**config.mk**
```make
export PLATFORM = sky130hd
export DESIGN_NAME = mem_port_arbiter
export DESIGN_NICKNAME = d
export VERILOG_FILES = /design/src/rtl/mem_port_arbiter.sv
export SDC_FILE = /design/constraint.sdc
export NUM_CORES = 1
export LEC_CHECK = 0
export CORE_ASPECT_RATIO = 2
export CORE_MARGIN = 2
export CORE_UTILIZATION = 25
export DETAILED_ROUTE_END_ITERATION = 12
export GPL_TIMING_DRIVEN = 1
export PLACE_DENSITY_LB_ADDON = 0.05
export SLEW_MARGIN = 10
export SYNTH_ARGS = -nofsm -noshare
export SYNTH_HDL_FRONTEND = slang
export SYNTH_SLANG_ARGS = --single-unit
export TNS_END_PERCENT = 30
```
**constraint.sdc**
```tcl
create_clock -name clk -period 3.8 [get_ports clk]
set_clock_uncertainty 0.2 [all_clocks]
set_input_delay 0.38 -clock clk [delete_from_list [all_inputs] [get_ports clk]]
set_output_delay 0.38 -clock clk [all_outputs]
set_load 0.05 [all_outputs]
```
**src/rtl/mem_port_arbiter.sv**
```systemverilog
// Shares the single memory port of the multicycle CPU between instruction
// fetch, data access and the external loader. It runs one fixed-latency
// access at a time and returns read data together with a one-cycle ack.
//
// Ports:
//   clk, rst_n                        clock, synchronous active-low reset
//   if_req/if_addr/if_ack             fetch requester (read only)
//   dm_req/dm_we/dm_addr/dm_wdata/dm_ack   data requester (lw/sw)
//   ld_req/ld_we/ld_addr/ld_wdata/ld_ack   loader/debug requester
//   rdata, mis_err                    shared response data, misalignment flag
//   mem_en/mem_we/mem_addr/mem_wdata/mem_rdata   memory side
//   busy, grant                       status: access in flight, its owner
module mem_port_arbiter #(
    parameter int unsigned AW      = 32,
    parameter int unsigned DW      = 32,
    parameter int unsigned MEM_LAT = 2
) (
    input  logic          clk,
    input  logic          rst_n,
    input  logic          if_req,
    input  logic [AW-1:0] if_addr,
    output logic          if_ack,
    input  logic          dm_req,
    input  logic          dm_we,
    input  logic [AW-1:0] dm_addr,
    input  logic [DW-1:0] dm_wdata,
    output logic          dm_ack,
    input  logic          ld_req,
    input  logic          ld_we,
    input  logic [AW-1:0] ld_addr,
    input  logic [DW-1:0] ld_wdata,
    output logic          ld_ack,
    output logic [DW-1:0] rdata,
    output logic          mis_err,
    output logic          mem_en,
    output logic          mem_we,
    output logic [AW-1:0] mem_addr,
    output logic [DW-1:0] mem_wdata,
    input  logic [DW-1:0] mem_rdata,
    output logic          busy,
    output logic [1:0]    grant
);

    localparam int unsigned CW = 4;
    localparam logic [1:0] G_NONE = 2'd0;
    localparam logic [1:0] G_IF   = 2'd1;
    localparam logic [1:0] G_DM   = 2'd2;
    localparam logic [1:0] G_LD   = 2'd3;

    typedef enum logic [1:0] {IDLE, ACCESS, RESP} state_t;

    state_t        state, state_d;
    logic [CW-1:0] cnt, cnt_d;
    logic [AW-1:0] lat_addr, lat_addr_d;
    logic [DW-1:0] lat_wdata, lat_wdata_d;
    logic          lat_we, lat_we_d;
    logic          last_ld, last_ld_d;
    logic          lat_mis;

    logic          if_ack_d, dm_ack_d, ld_ack_d, mis_err_d;
    logic          mem_en_d, mem_we_d, busy_d;
    logic [DW-1:0] rdata_d;
    logic [AW-1:0] mem_addr_d;
    logic [DW-1:0] mem_wdata_d;
    logic [1:0]    grant_d;

    // Arbitration result for the current IDLE cycle
    logic          cpu_req, pick_ld;
    logic [1:0]    win;
    logic [AW-1:0] win_addr;
    logic [DW-1:0] win_wdata;
    logic          win_we, win_mis;

    assign lat_mis = (lat_addr[1:0] != 2'b00);

    // Round-robin between CPU group and loader on last_ld; dm beats if inside CPU group
    always_comb begin
        cpu_req   = if_req | dm_req;
        pick_ld   = ld_req & (~cpu_req | ~last_ld);
        win       = G_NONE;
        win_addr  = '0;
        win_wdata = '0;
        win_we    = 1'b0;
        if (pick_ld) begin
            win       = G_LD;
            win_addr  = ld_addr;
            win_wdata = ld_wdata;
            win_we    = ld_we;
        end else if (dm_req) begin
            win       = G_DM;
            win_addr  = dm_addr;
            win_wdata = dm_wdata;
            win_we    = dm_we;
        end else if (if_req) begin
            win       = G_IF;
            win_addr  = if_addr;
        end
        win_mis = (win_addr[1:0] != 2'b00);
    end

    // Next-state and next-output logic; outputs are registered from these values
    always_comb begin
        state_d     = state;
        cnt_d       = cnt;
        lat_addr_d  = lat_addr;
        lat_wdata_d = lat_wdata;
        lat_we_d    = lat_we;
        last_ld_d   = last_ld;
        grant_d     = grant;
        if_ack_d    = 1'b0;
        dm_ack_d    = 1'b0;
        ld_ack_d    = 1'b0;
        mis_err_d   = 1'b0;
        rdata_d     = '0;
        mem_en_d    = 1'b0;
        mem_we_d    = 1'b0;
        mem_addr_d  = '0;
        mem_wdata_d = '0;
        busy_d      = 1'b0;

        unique case (state)
            IDLE: begin
                if (win != G_NONE) begin
                    state_d     = ACCESS;
                    cnt_d       = CW'(MEM_LAT - 1);
                    lat_addr_d  = win_addr;
                    lat_wdata_d = win_wdata;
                    lat_we_d    = win_we;
                    grant_d     = win;
                    busy_d      = 1'b1;
                    // First ACCESS cycle: the only one carrying the write strobe
                    mem_en_d    = ~win_mis;
                    mem_we_d    = win_we & ~win_mis;
                    mem_addr_d  = win_addr;
                    mem_wdata_d = win_wdata;
                end
            end
            ACCESS: begin
                busy_d = 1'b1;
                if (cnt == '0) begin
                    state_d   = RESP;
                    if_ack_d  = (grant == G_IF);
                    dm_ack_d  = (grant == G_DM);
                    ld_ack_d  = (grant == G_LD);
                    mis_err_d = lat_mis;
                    rdata_d   = (lat_we | lat_mis) ? '0 : mem_rdata;
                    last_ld_d = (grant == G_LD);
                end else begin
                    cnt_d       = cnt - CW'(1);
                    mem_en_d    = ~lat_mis;
                    mem_addr_d  = lat_addr;
                    mem_wdata_d = lat_wdata;
                end
            end
            RESP: begin
                state_d = IDLE;
                grant_d = G_NONE;
            end
            default: state_d = IDLE;
        endcase
    end

    // State and registered outputs; reset abandons any in-flight access
    always_ff @(posedge clk) begin
        if (!rst_n) begin
            state     <= IDLE;
            cnt       <= '0;
            lat_addr  <= '0;
            lat_wdata <= '0;
            lat_we    <= 1'b0;
            last_ld   <= 1'b1;
            grant     <= G_NONE;
            if_ack    <= 1'b0;
            dm_ack    <= 1'b0;
            ld_ack    <= 1'b0;
            mis_err   <= 1'b0;
            rdata     <= '0;
            mem_en    <= 1'b0;
            mem_we    <= 1'b0;
            mem_addr  <= '0;
            mem_wdata <= '0;
            busy      <= 1'b0;
        end else begin
            state     <= state_d;
            cnt       <= cnt_d;
            lat_addr  <= lat_addr_d;
            lat_wdata <= lat_wdata_d;
            lat_we    <= lat_we_d;
            last_ld   <= last_ld_d;
            grant     <= grant_d;
            if_ack    <= if_ack_d;
            dm_ack    <= dm_ack_d;
            ld_ack    <= ld_ack_d;
            mis_err   <= mis_err_d;
            rdata     <= rdata_d;
            mem_en    <= mem_en_d;
            mem_we    <= mem_we_d;
            mem_addr  <= mem_addr_d;
            mem_wdata <= mem_wdata_d;
            busy      <= busy_d;
        end
    end

endmodule

```
== Word level (Yosys, flattened, before mapping) ==
Index checks and enable logic that the tools add are counted.

* Flip-flop bits (word level): 177
* Input bits: 199
* Output and inout bits: 105

* Add/subtract/negate cells: 1
* Equality and inequality tests: 8
* Multiplexer cells: 29
* Bitwise gates (word level): 12
* Reductions and logical operators: 15

{| class="wikitable"
|+ Operators by type and width
! kind !! number
|-
| 2-to-1 mux 32 bit || 9
|-
| case mux 32 bit (2 select lines) || 2
|-
| 2-to-1 mux 2 bit || 5
|-
| nonzero test 2 bit || 5
|-
| AND reduction 3 bit || 3
|-
| 2-to-1 mux 4 bit || 2
|-
| case mux 2 bit (2 select lines) || 2
|-
| case mux 4 bit (2 select lines) || 1
|-
| AND reduction 2 bit || 4
|-
| NOT 1 bit || 7
|-
| == test 2 bit (second input constant) || 3
|-
| 2-to-1 mux 1 bit || 6
|-
| != test 2 bit (second input constant) || 3
|-
| == test 2 x 1 -> 1 bit (second input constant) || 2
|-
| logical NOT 4 bit || 1
|-
| case mux 1 bit (2 select lines) || 2
|-
| OR reduction 4 bit || 1
|-
| subtractor 4 x 1 -> 4 bit (second input constant) || 1
|-
| OR 1 bit || 3
|-
| bitwise AND 1 bit || 2
|-
| logical NOT 2 bit || 1
|}

== Depth between registers and ports, before layout ==
Gate-level depths: netlist of the first run.

* Depth in word-level cells: 9
* Mapped depth: 8
* Gate-level depth less buffers: 6

== Least setup slack after synthesis of the first run ==
Ideal clock, no wire load.

* Path type: reg2reg
* Start: register cnt[0]
* End: register mem_wdata[24]
* Arrival time: 1.630 ns
* Setup slack: 1.839 ns
* Stages on the path, launching flop included: 9
* Path buffers: 3
* Period minus slack after synthesis: 1.961 ns
* Cells stage by stage: dfxtp_1 -> inv_1 -> ha_1 -> or3b_1 -> clkbuf_1 -> and3_1 -> buf_2 -> buf_6 -> o2bb2ai_1

* Cells in the longest elaborated chain, start to end: 3

{| class="wikitable"
|+ RTL lines
! what !! line !! RTL
|-
| from (decl) || 53 || <nowiki>logic [CW-1:0] cnt, cnt_d;</nowiki>
|-
| from (signal assigned) || 185 || <nowiki>cnt <= cnt_d;</nowiki>
|-
| logical NOT 4 bit || 140 || <nowiki>if (cnt == '0) begin</nowiki>
|-
| 2-to-1 mux 32 bit || 140 ||
|-
| case mux 32 bit (2 select lines) || 121 || <nowiki>unique case (state)</nowiki>
|-
| to (signal assigned) || 199 || <nowiki>mem_wdata <= mem_wdata_d;</nowiki>
|-
| to (decl) || 38 || <nowiki>output logic [DW-1:0] mem_wdata,</nowiki>
|}

Every way passes these cells.
A chain may end at the register's enable or synchronous reset.

== Worst setup path after layout of the first run ==
* Start: register state[0]
* End: register mem_wdata[5]

* Cells in the longest elaborated chain, start to end: 2

{| class="wikitable"
|+ RTL lines
! what !! line !! RTL
|-
| from (decl) || 52 || <nowiki>state_t state, state_d;</nowiki>
|-
| from (signal assigned) || 184 || <nowiki>state <= state_d;</nowiki>
|-
| == test 2 x 1 -> 1 bit or logical NOT 2 bit (tied branches) || 121 ||
|-
| case mux 32 bit (2 select lines) * || 121 ||
|}

Mark *: on every way between the ends. The rest lies on a longest branch, timed or not.

==> results of run 1 <==
[power by group through the flow]
| stage | Combinational [W] | Sequential [W] | Clock [W] |
|---|---|---|---|
| floorplan | 0.000535 | 0.00245 | 0 |
| global placement | 0.00138 | 0.00216 | 0 |
| detailed placement | 0.00139 | 0.00215 | 0 |
| CTS | 0.00140 | 0.00212 | 0.00193 |
| global route | 0.00149 | 0.00213 | 0.00200 |
| finish | 0.00138 | 0.00211 | 0.00186 |
[metrics by stage]
step                      utilization, %  std cells  power, W  instance area [µm²]  setup slack [ps]
after floorplan                        -        716  0.002987                 7216              1839
after detailed placement           36.57       1315  0.003545                10470              1228
after CTS                          38.72       1347  0.005448                11080              1455
after global routing               38.72       1347  0.005625                11080              1294
after global placement             36.57       1315  0.003541                10470              1197
final                              38.72       1347  0.005355                11080              1493
[metal layers]
layer	global-route usage, %	up-vias	part of all wire [%]
met1	21.01	3185	42
met5	0	-	0.051
met2	28.40	229	49
met3	4.967	24	7.4
li1	-	3276	-
met4	5.915	2	2.0
[Yosys cell counts (all sizes together), types with 3 or more instances]
master / instances
nor3: 32
a311oi: 3
nand3: 4
a21oi: 7
o211a: 32
nand2: 35
inv: 39
or3: 3
o2bb2ai: 64
o32ai: 64
nand2b: 35
nor3b: 4
buf: 43
o21ai: 6
dfxtp: 177
clkbuf: 35
o211ai: 32
nor2b: 3
a222oi: 32
nor2: 8
and2: 33
[registers in the layout, indices dropped and copies added, names as in the netlist, 2 cells and up]
signal	cells
rdata	32
mem_addr	32
grant	2
state	2
mem_wdata	32
lat_wdata	32
cnt	4
lat_addr	32
[critical path, cell delays in order (launching register included)]
cell,delay [ps]
dfxtp_1,500
nor2b_1,670
and3_1,260
buf_4,380
o2bb2ai_1,190
[kinds of logic after synthesis]
logic type	Yosys count
compound gates	255
simple gates	165
fa+ha+maj	2
flops	177
buf+inv	117
[cell usage in the layout (no fill, tap or decap), types with 5 or more instances in the layout]
master and instances:
clkinvlp_4 5, nand2_1 34, and2_1 33, inv_1 39
a222oi_1 32, o2bb2ai_1 64, nor3_1 32, nand2b_1 35
dfxtp_1 176, o211a_1 32, o211ai_1 32, o32ai_1 64
clkbuf_16 17, buf_4 14, nor2_1 8, clkdlybuf4s50_1 300
a21oi_1 6
[worst min-delay path by stage]
stage / startpoint / end / slack [ps]
global route: mem_rdata[13] / rdata[13] / 270
global placement: lat_wdata[11] / mem_wdata[11] / 250
detailed placement: lat_wdata[3] / mem_wdata[3] / 240
floorplan: lat_wdata[0] / lat_wdata[0] / 230
finish: lat_wdata[9] / mem_wdata[9] / 250
CTS: lat_wdata[9] / mem_wdata[9] / 260
[final cells by class]
cell class / count / area share [%]
flip-flops and latches: 177 / 31.98
multi-input cells: 422 / 28.77
repair buffers: 317 / 28.31
inverters: 39 / 1.321
well taps: 360 / 4.064
clock buffers: 18 / 3.962
clock inverters: 14 / 1.592
==> flow_metrics.tcl, run 1 <==
set metrics [dict create \
    fin_hold_ws_ps 254.7 \
    hold_buffers 0 \
    synth_xor_area_share_pct 0 \
    power.density_mw_per_mm2 483.1 \
    cp-startpoint "state[0]" \
    finalCritPeriodShare_pct 60.71 \
    synth_top_family_by_area "compound AO/OA/AOI/OAI gates" \
    critPathCaptureType "flop" \
    io_buffer_count 303 \
    clock_path_buffers 2 \
    p_int_w 0.003661 \
    r2r_end "mem_wdata[5]" \
    grt_pass1_wl_um 39520 \
    multi_input_area_mm2 0.003189 \
    outcome "complete, no violations" \
    relSlewSlack_pct 32.79 \
    worstPathArrival_ps 2460 \
    yosysTopAreaCell "dfxtp_1" \
    row_count 88 \
    num_vias 6716 \
    synthMuxAreaShare_pct 0 \
    synthSimpleGateAreaFrac_pct 12.66 \
    clk_pin_slew_worst_paths_ps 70 \
    antenna_found_initial 1 \
    ys_types 49 \
    cts_resized 0 \
    drive_gt1_share_pct 5.978 \
    crit_path_end "mem_wdata[5]" \
    period_minus_slack_ps 2307 \
    first_global_vias 6843 \
    yosys_register_bits 177 \
    fin_setup_tns_ps 0 \
    drc 0 \
    area_growth_syn_to_layout_pct 53.62 \
    final-seq-area_mm2 0.003545 \
    num-fill-cells 2867 \
    comb_power_share_pct 25.9 \
    vias_per_cell 4.986 \
    fmax_mhz 433.5 \
    ff2ff_path_depth 4 \
    peakVddDrop_uv 337.2 \
    criticalPathCategory "flop to flop" \
    drt_pre_antenna_iters 7 \
    grt_overflow 0 \
    dieArea_mm2 0.03032 \
    start_util_pct 25.21 \
    hold_path.class "flop to flop" \
    slew_violations 0 \
    worst_slew_pin_slew_ps 1004 \
    syn_avg_cell_area_um2 10.08 \
    syn_area_mm2 0.007216 \
    numCtsBuffers 17 \
    clk_latency_ps 440 \
    cts_tree "yes" \
    synth_fa_ha_area_share_pct 0.3468 \
    start_kind "flop" \
    hpwlAfterDp_um 17080 \
    switchingPower_w 0.001695 \
    wl_per_cell_um 19.04 \
    place.gp.congestion 0.7641 \
    cts.sinks 177 \
    synth_top_cell_area_share_pct 49.11 \
    fin_nets 1175 \
    n_antenna_cell 0 \
    hold_viol 0 \
    grt_max_degree 67 \
    worst-path-max-fanout 32 \
    synth-compound-area-share_pct 30.74 \
    cts.htree.levels 4 \
    r2r_slack_ps 1490 \
    ys_async_sr_fraction_pct 0 \
    cap_violations 0 \
    grt_use_total_pct 17.18 \
    netlist_instances 716 \
    setup-violations-final 0 \
    worstHoldPathCells 1 \
    syn_nets 917 \
    rsz0062_at_grt "no" \
    core-area_mm2 0.02863 \
    crit_required_ps 3950 \
    num_io_pins 304 \
    worstReg2RegStart "state[0]" \
    die_w_um 124.1 \
    synth_area_leaders "dfxtp_1 49%, o2bb2ai_1 7.8%, o32ai_1 7.8%" \
    clkPwrFrac_pct 34.7 \
    drt-total-wl_um 25640 \
    yosys_warnings 0 \
    leakage_nw 3.949 \
    swShare_pct 31.65 \
    seq_area_frac_synth_pct 49.11 \
    synth_edf_count 0 \
    antenna_left 0 \
    dr.first_iter.drc_count 509 \
    synthFlopType "dfxtp_1" \
    cts-root-buf "clkbuf_16" \
    p_seq_share_pct 39.5 \
    fp.dieH_um 244.3 \
    cts_setup_buffers 0 \
]
(Power assumes the default switching activity.)
==> inputs of run 2 (changes only) <==
clock period = 2.15 ns   (was 3.8 ns; I/O delays follow)
==> flow_metrics.tcl, run 2 (synthesis gave the netlist of run 1 again) <==
set metrics [dict create \
    antenna_found_initial 0 \
    r2r_slack_ps 150 \
    cap_violations 0 \
    criticalPathCategory "flop to primary output" \
    ff2ff_path_depth 6 \
    slowest_stage "clkdlybuf4s50_1" \
    crit_path_cell_trace "clkdlybuf4s50_1" \
    leakage_nw 4.087 \
    drt-total-wl_um 25510 \
    area_growth_syn_to_layout_pct 56.53 \
    total_power_w 0.009338 \
    drc 0 \
    antenna_left 0 \
    grt_max_degree 67 \
    dr.first_iter.drc_count 518 \
    slew_violations 0 \
    n_antenna_cell 0 \
    num_io_pins 304 \
    critPathCaptureType "primary output" \
    worst_slew_pin_slew_ps 578.0 \
    hold_buffers 0 \
    grt_use_total_pct 16.99 \
    mostFrequentLayoutCell "clkdlybuf4s50_1" \
    cts.htree.levels 4 \
    worst-path-max-fanout 1 \
    grt_overflow 0 \
    slowest_delay_ps 810 \
    crit_required_ps 1740 \
    fin_nets 1195 \
    rsz0062_at_grt "no" \
    clk_pin_slew_worst_paths_ps 70 \
    path_buf_inv 1 \
    die_w_um 124.1 \
    crit_path_end "mem_wdata[29]" \
    fp.dieH_um 244.3 \
    final_cell_mix "297 x clkdlybuf4s50_1, 176 x dfxtp_1, 64 x o2bb2ai_1, 64 x o32ai_1, 39 x inv_1" \
    num_vias 6822 \
    start_kind "flop" \
    numCtsBuffers 17 \
    power.density_mw_per_mm2 826.7 \
    row_count 88 \
    place.gp.congestion 0.7712 \
    r2r_end "mem_wdata[21]" \
    clk_latency_ps 440 \
    hold_path.class "primary input to flop" \
    core-area_mm2 0.02863 \
    hp-start "mem_rdata[4]" \
    cp-startpoint "mem_wdata[29]" \
    hpwlAfterDp_um 18050 \
    worstReg2RegStart "cnt[0]" \
    critPathTopFamily "buffers and inverters" \
    first_global_vias 6825 \
    finalCritPeriodShare_pct 93.78 \
    cts_tree "yes" \
    wl_per_cell_um 18.67 \
    grt_pass1_wl_um 39050 \
    setup-violations-final 0 \
    drive_gt1_share_pct 7.952 \
    period_minus_slack_ps 2016 \
    cts.sinks 177 \
    hold_viol 0 \
    num-fill-cells 2851 \
    outcome "complete, no violations" \
    io_buffer_count 303 \
    worstPathArrival_ps 1600 \
    relSlewSlack_pct 61.34 \
    start_util_pct 25.21 \
    clock_path_buffers 2 \
    peakVddDrop_uv 531.6 \
    vias_per_cell 4.994 \
    cp.depth 1 \
    dieArea_mm2 0.03032 \
    drt_pre_antenna_iters 8 \
    cts-root-buf "clkbuf_16" \
    fin_setup_tns_ps 0 \
    fmax_mhz 496.0 \
]
-- run 2: cell types whose count changed in the layout (fill, tap and decap cells not counted) --
cell             delta
clkbuf_8            -1
buf_4              +12
clkinvlp_4          -3
buf_12              +9
bufinv_16           -1
inv_6               -1
clkinv_2            +5
dlygate4sd2_1       +2
or3b_1              -1
clkdlybuf4s50_1     -3
or3b_4              +1
-- run 2: routing by layer --
| metal | vias to the layer above | wire [µm] | GRT usage (%) |
|---|---|---|---|
| met5 | - | 0 | 0 |
| met4 | 0 | 441 | 5.552 |
| met3 | 22 | 1751 | 4.571 |
| met2 | 234 | 12760 | 28.80 |
| met1 | 3255 | 10550 | 20.48 |
| li1 | 3311 | - | - |
-- run 2: through the flow --
stage	hold WS [ps]	util, %	setup WS, ps	instances	area (µm²)
3_5_place_dp	243.7	37.48	97.56	1335	10730
2_1_floorplan	86.83	-	189.2	716	7216
3_3_place_gp	241.5	37.48	119.9	1335	10730
5_1_grt	104.0	39.45	62.58	1366	11290
4_1_cts	97.56	39.44	68.23	1366	11290
6_report	133.6	39.45	133.8	1366	11290
-- run 2: how the worst min path moves through the flow --
stage	to	slack, ps	cells after the start
detailed placement	mem_wdata[18]	240	1
floorplan	last_ld	90	1
CTS	rdata[4]	100	2
global placement	mem_wdata[25]	240	1
global route	rdata[31]	100	2
finish	rdata[4]	130	2
-- run 2: area by class of cell --
cell class | instances | area (µm²) | area share (%)
tap | 360 | 450.4 | 3.988
multi-input combinational | 422 | 3192 | 28.26
inverter | 39 | 146.4 | 1.296
timing repair buffer | 337 | 3396 | 30.07
clock buffer | 17 | 425.4 | 3.766
sequential | 177 | 3545 | 31.38
clock inverter | 14 | 140.1 | 1.241
-- run 2: what timing repair did --
action | CTS | global route
pin swaps | 0 | 0
setup endpoints to repair | 2 | 4
gates cloned | 0 | 0
buffers inserted | 0 | 0
resized for setup | 2 | 1
-- run 2: power breakdown --
part,internal (W),switching (W),total [W]
sequential,0.00361,0.000130,0.00374
combinational,0.00107,0.00148,0.00255
clock,0.00170,0.00135,0.00305
==> inputs of run 3 (changes only) <==
ABC_AREA = 1   (was default)
==> flow_metrics.tcl, run 3 <==
set metrics [dict create \
    outcome "complete, no violations" \
    rsz0062_at_grt "no" \
    start_util_pct 25.18 \
    use_met1_pct 18.27 \
    worst_slew_pin_slew_ps 575.0 \
    fp.dieH_um 241.4 \
    wl_per_cell_um 14.44 \
    worst-path-max-fanout 4 \
    clk_latency_ps 440 \
    synth_common_cells "300 x nand2_1, 177 x dfxtp_1, 135 x a21oi_1" \
    hold_end "rdata[7]" \
    setup-violations-final 0 \
    grt_use_total_pct 15.32 \
    yosysTopAreaCell "dfxtp_1" \
    hp-start "mem_rdata[7]" \
    synth_edf_count 0 \
    grt_pass1_wl_um 34670 \
    first_global_vias 6559 \
    num-fill-cells 2882 \
    io_buffer_count 303 \
    synth_top_cell_area_share_pct 50.29 \
    worstHoldPathCells 3 \
    vias_per_cell 4.286 \
    ff2ff_path_depth 8 \
    cts.sinks 177 \
    power.density_mw_per_mm2 897.1 \
    die_w_um 122.7 \
    yosys_warnings 0 \
    antenna_left 0 \
    grt_max_degree 107 \
    netlist_instances 929 \
    critPathTopFamily "buffers and inverters" \
    cts_tree "yes" \
    grt_util_met2_pct 25.21 \
    dp_cells 1548 \
    worstPathArrival_ps 1650 \
    drive_gt1_share_pct 7.680 \
    mostFrequentLayoutCell "clkdlybuf4s50_1" \
    relSlewSlack_pct 61.55 \
    period_minus_slack_ps 2063 \
    final_cell_mix "301 x clkdlybuf4s50_1, 300 x nand2_1, 177 x dfxtp_1, 135 x a21oi_1, 75 x inv_1" \
    slowest_delay_ps 840 \
    r2r_end "mem_addr[8]" \
    hpwlAfterDp_um 16000 \
    worstReg2RegStart "cnt[0]" \
    critPathCaptureType "primary output" \
    slew_violations 0 \
    fin_nets 1412 \
    finalWorstSetupSlack_ps 86.86 \
    yosysMostFrequentCell "nand2_1" \
    crit_required_ps 1740 \
    cts.htree.levels 4 \
    cap_violations 0 \
    peakVddDrop_uv 564.5 \
    multi_input_area_mm2 0.002870 \
    hold_viol 0 \
    drt-total-wl_um 22810 \
    path_buf_inv 1 \
    yosys_register_bits 177 \
    leakage_nw 4.544 \
    ys_async_sr_fraction_pct 0 \
    syn_avg_cell_area_um2 7.584 \
    hold_path.class "primary input to flop" \
    core-area_mm2 0.02798 \
    finalCritPeriodShare_pct 95.96 \
    final-seq-area_mm2 0.003543 \
    cts_setup_buffers 0 \
    slowest_stage "clkdlybuf4s50_1" \
    start_kind "flop" \
    synth_area_leaders "dfxtp_1 50%, nand2_1 16%, a21oi_1 9.6%" \
    antenna_found_initial 0 \
    fmax_mhz 484.7 \
    n_antenna_cell 0 \
    row_count 87 \
    synthFlopType "dfxtp_1" \
    drt_pre_antenna_iters 6 \
    seq_area_frac_synth_pct 50.29 \
    dr.first_iter.drc_count 330 \
    dieArea_mm2 0.02962 \
    crit_path_cell_trace "clkdlybuf4s50_1" \
    grtUsageMet3_pct 5.132 \
    drc 0 \
    grt_overflow 0 \
    syn_area_mm2 0.007046 \
    area_growth_syn_to_layout_pct 57.04 \
    cts-root-buf "clkbuf_16" \
    dp_worst_setup_slack_ps 21.46 \
    r2r_slack_ps 320 \
    criticalPathCategory "flop to primary output" \
    busiest_layer "met2" \
    place.gp.congestion 0.7265 \
    syn_nets 1130 \
    fin_setup_tns_ps 0 \
    num_io_pins 304 \
    clk_pin_slew_worst_paths_ps 80 \
    num_vias 6772 \
    stdcell_count 1580 \
    numCtsBuffers 17 \
    ys_types 26 \
    clock_path_buffers 2 \
]
==> run 3: changes by cell type in the layout (fill, tap and decap cells not counted), sizes merged, moves of 43 or more <==
| cell | change |
|---|---|
| nand2 | +269 |
| a21oi | +128 |
| nand3 | +64 |
| o2bb2ai | -64 |
| o32ai | -64 |
| inv | +46 |
| nor2 | +43 |
==> run 3: metrics by stage <==
step	power [W]	util, %	hold WS, ps	cell area (µm²)
2_1_floorplan	0.005677	-	127.2	7046
3_3_place_gp	0.006834	37.42	249.7	10470
3_5_place_dp	0.006851	37.42	254.3	10470
4_1_cts	0.01010	39.54	54.28	11060
5_1_grt	0.01047	39.55	70.18	11060
6_report	0.009926	39.55	83.02	11060
==> run 3: area by class of cell <==
type,instances,share of cell area [%]
repair buffers,325,29.90
inverters,80,2.737
clock inverters,15,1.527
clock buffers,17,3.845
flip-flops and latches,177,32.03
multi-input cells,610,25.94
well taps,356,4.026
==> run 3: worst max path at each step <==
| stage | startpoint | endpoint | slack, ps | depth (start not counted) |
|---|---|---|---|---|
| floorplan | cnt[0] | rdata[0] | 650 | 9 |
| global placement | ld_req | cnt[1] | 60 | 8 |
| detailed placement | ld_req | cnt[3] | 20 | 7 |
| CTS | grant[0] | grant[0] | 20 | 1 |
| global route | grant[1] | grant[1] | 40 | 1 |
| finish | grant[1] | grant[1] | 90 | 1 |
==> run 3: routing by layer <==
layer	vias up	share of wire (%)
li1	3526	-
met1	3034	42
met2	191	48
met3	21	8.0
met4	0	1.9
met5	-	0
==> run 3: kinds of logic (layout without fill, tap and decap cells) <==
| family | Yosys count | count (layout) | share of synthesized area (%) |
|---|---|---|---|
| compound gates | 177 | 177 | 15.17 |
| fa+ha+maj | 2 | 2 | 0.3551 |
| buf+inv | 142 | 437 | 9.004 |
| flops | 177 | 177 | 50.29 |
| simple gates | 431 | 431 | 25.18 |
==> run 3: report_power, final <==
group          internal (W)  switching (W)  leakage, nW
logic               0.00112        0.00181         2.81
clock network       0.00175        0.00144        0.284
registers           0.00366       0.000152         1.45
total               0.00652        0.00341         4.54
==> run 3: what timing repair did <==
action	CTS	global route
endpoints found under the setup margin	0	1
gates resized for setup	0	1
hold buffers	0	0
==> run 3: worst min-delay path, delay by kind of cell <==
kind	cells	cell delay, ps
buffers and inverters	2	440
AND/OR/NAND/NOR	1	30
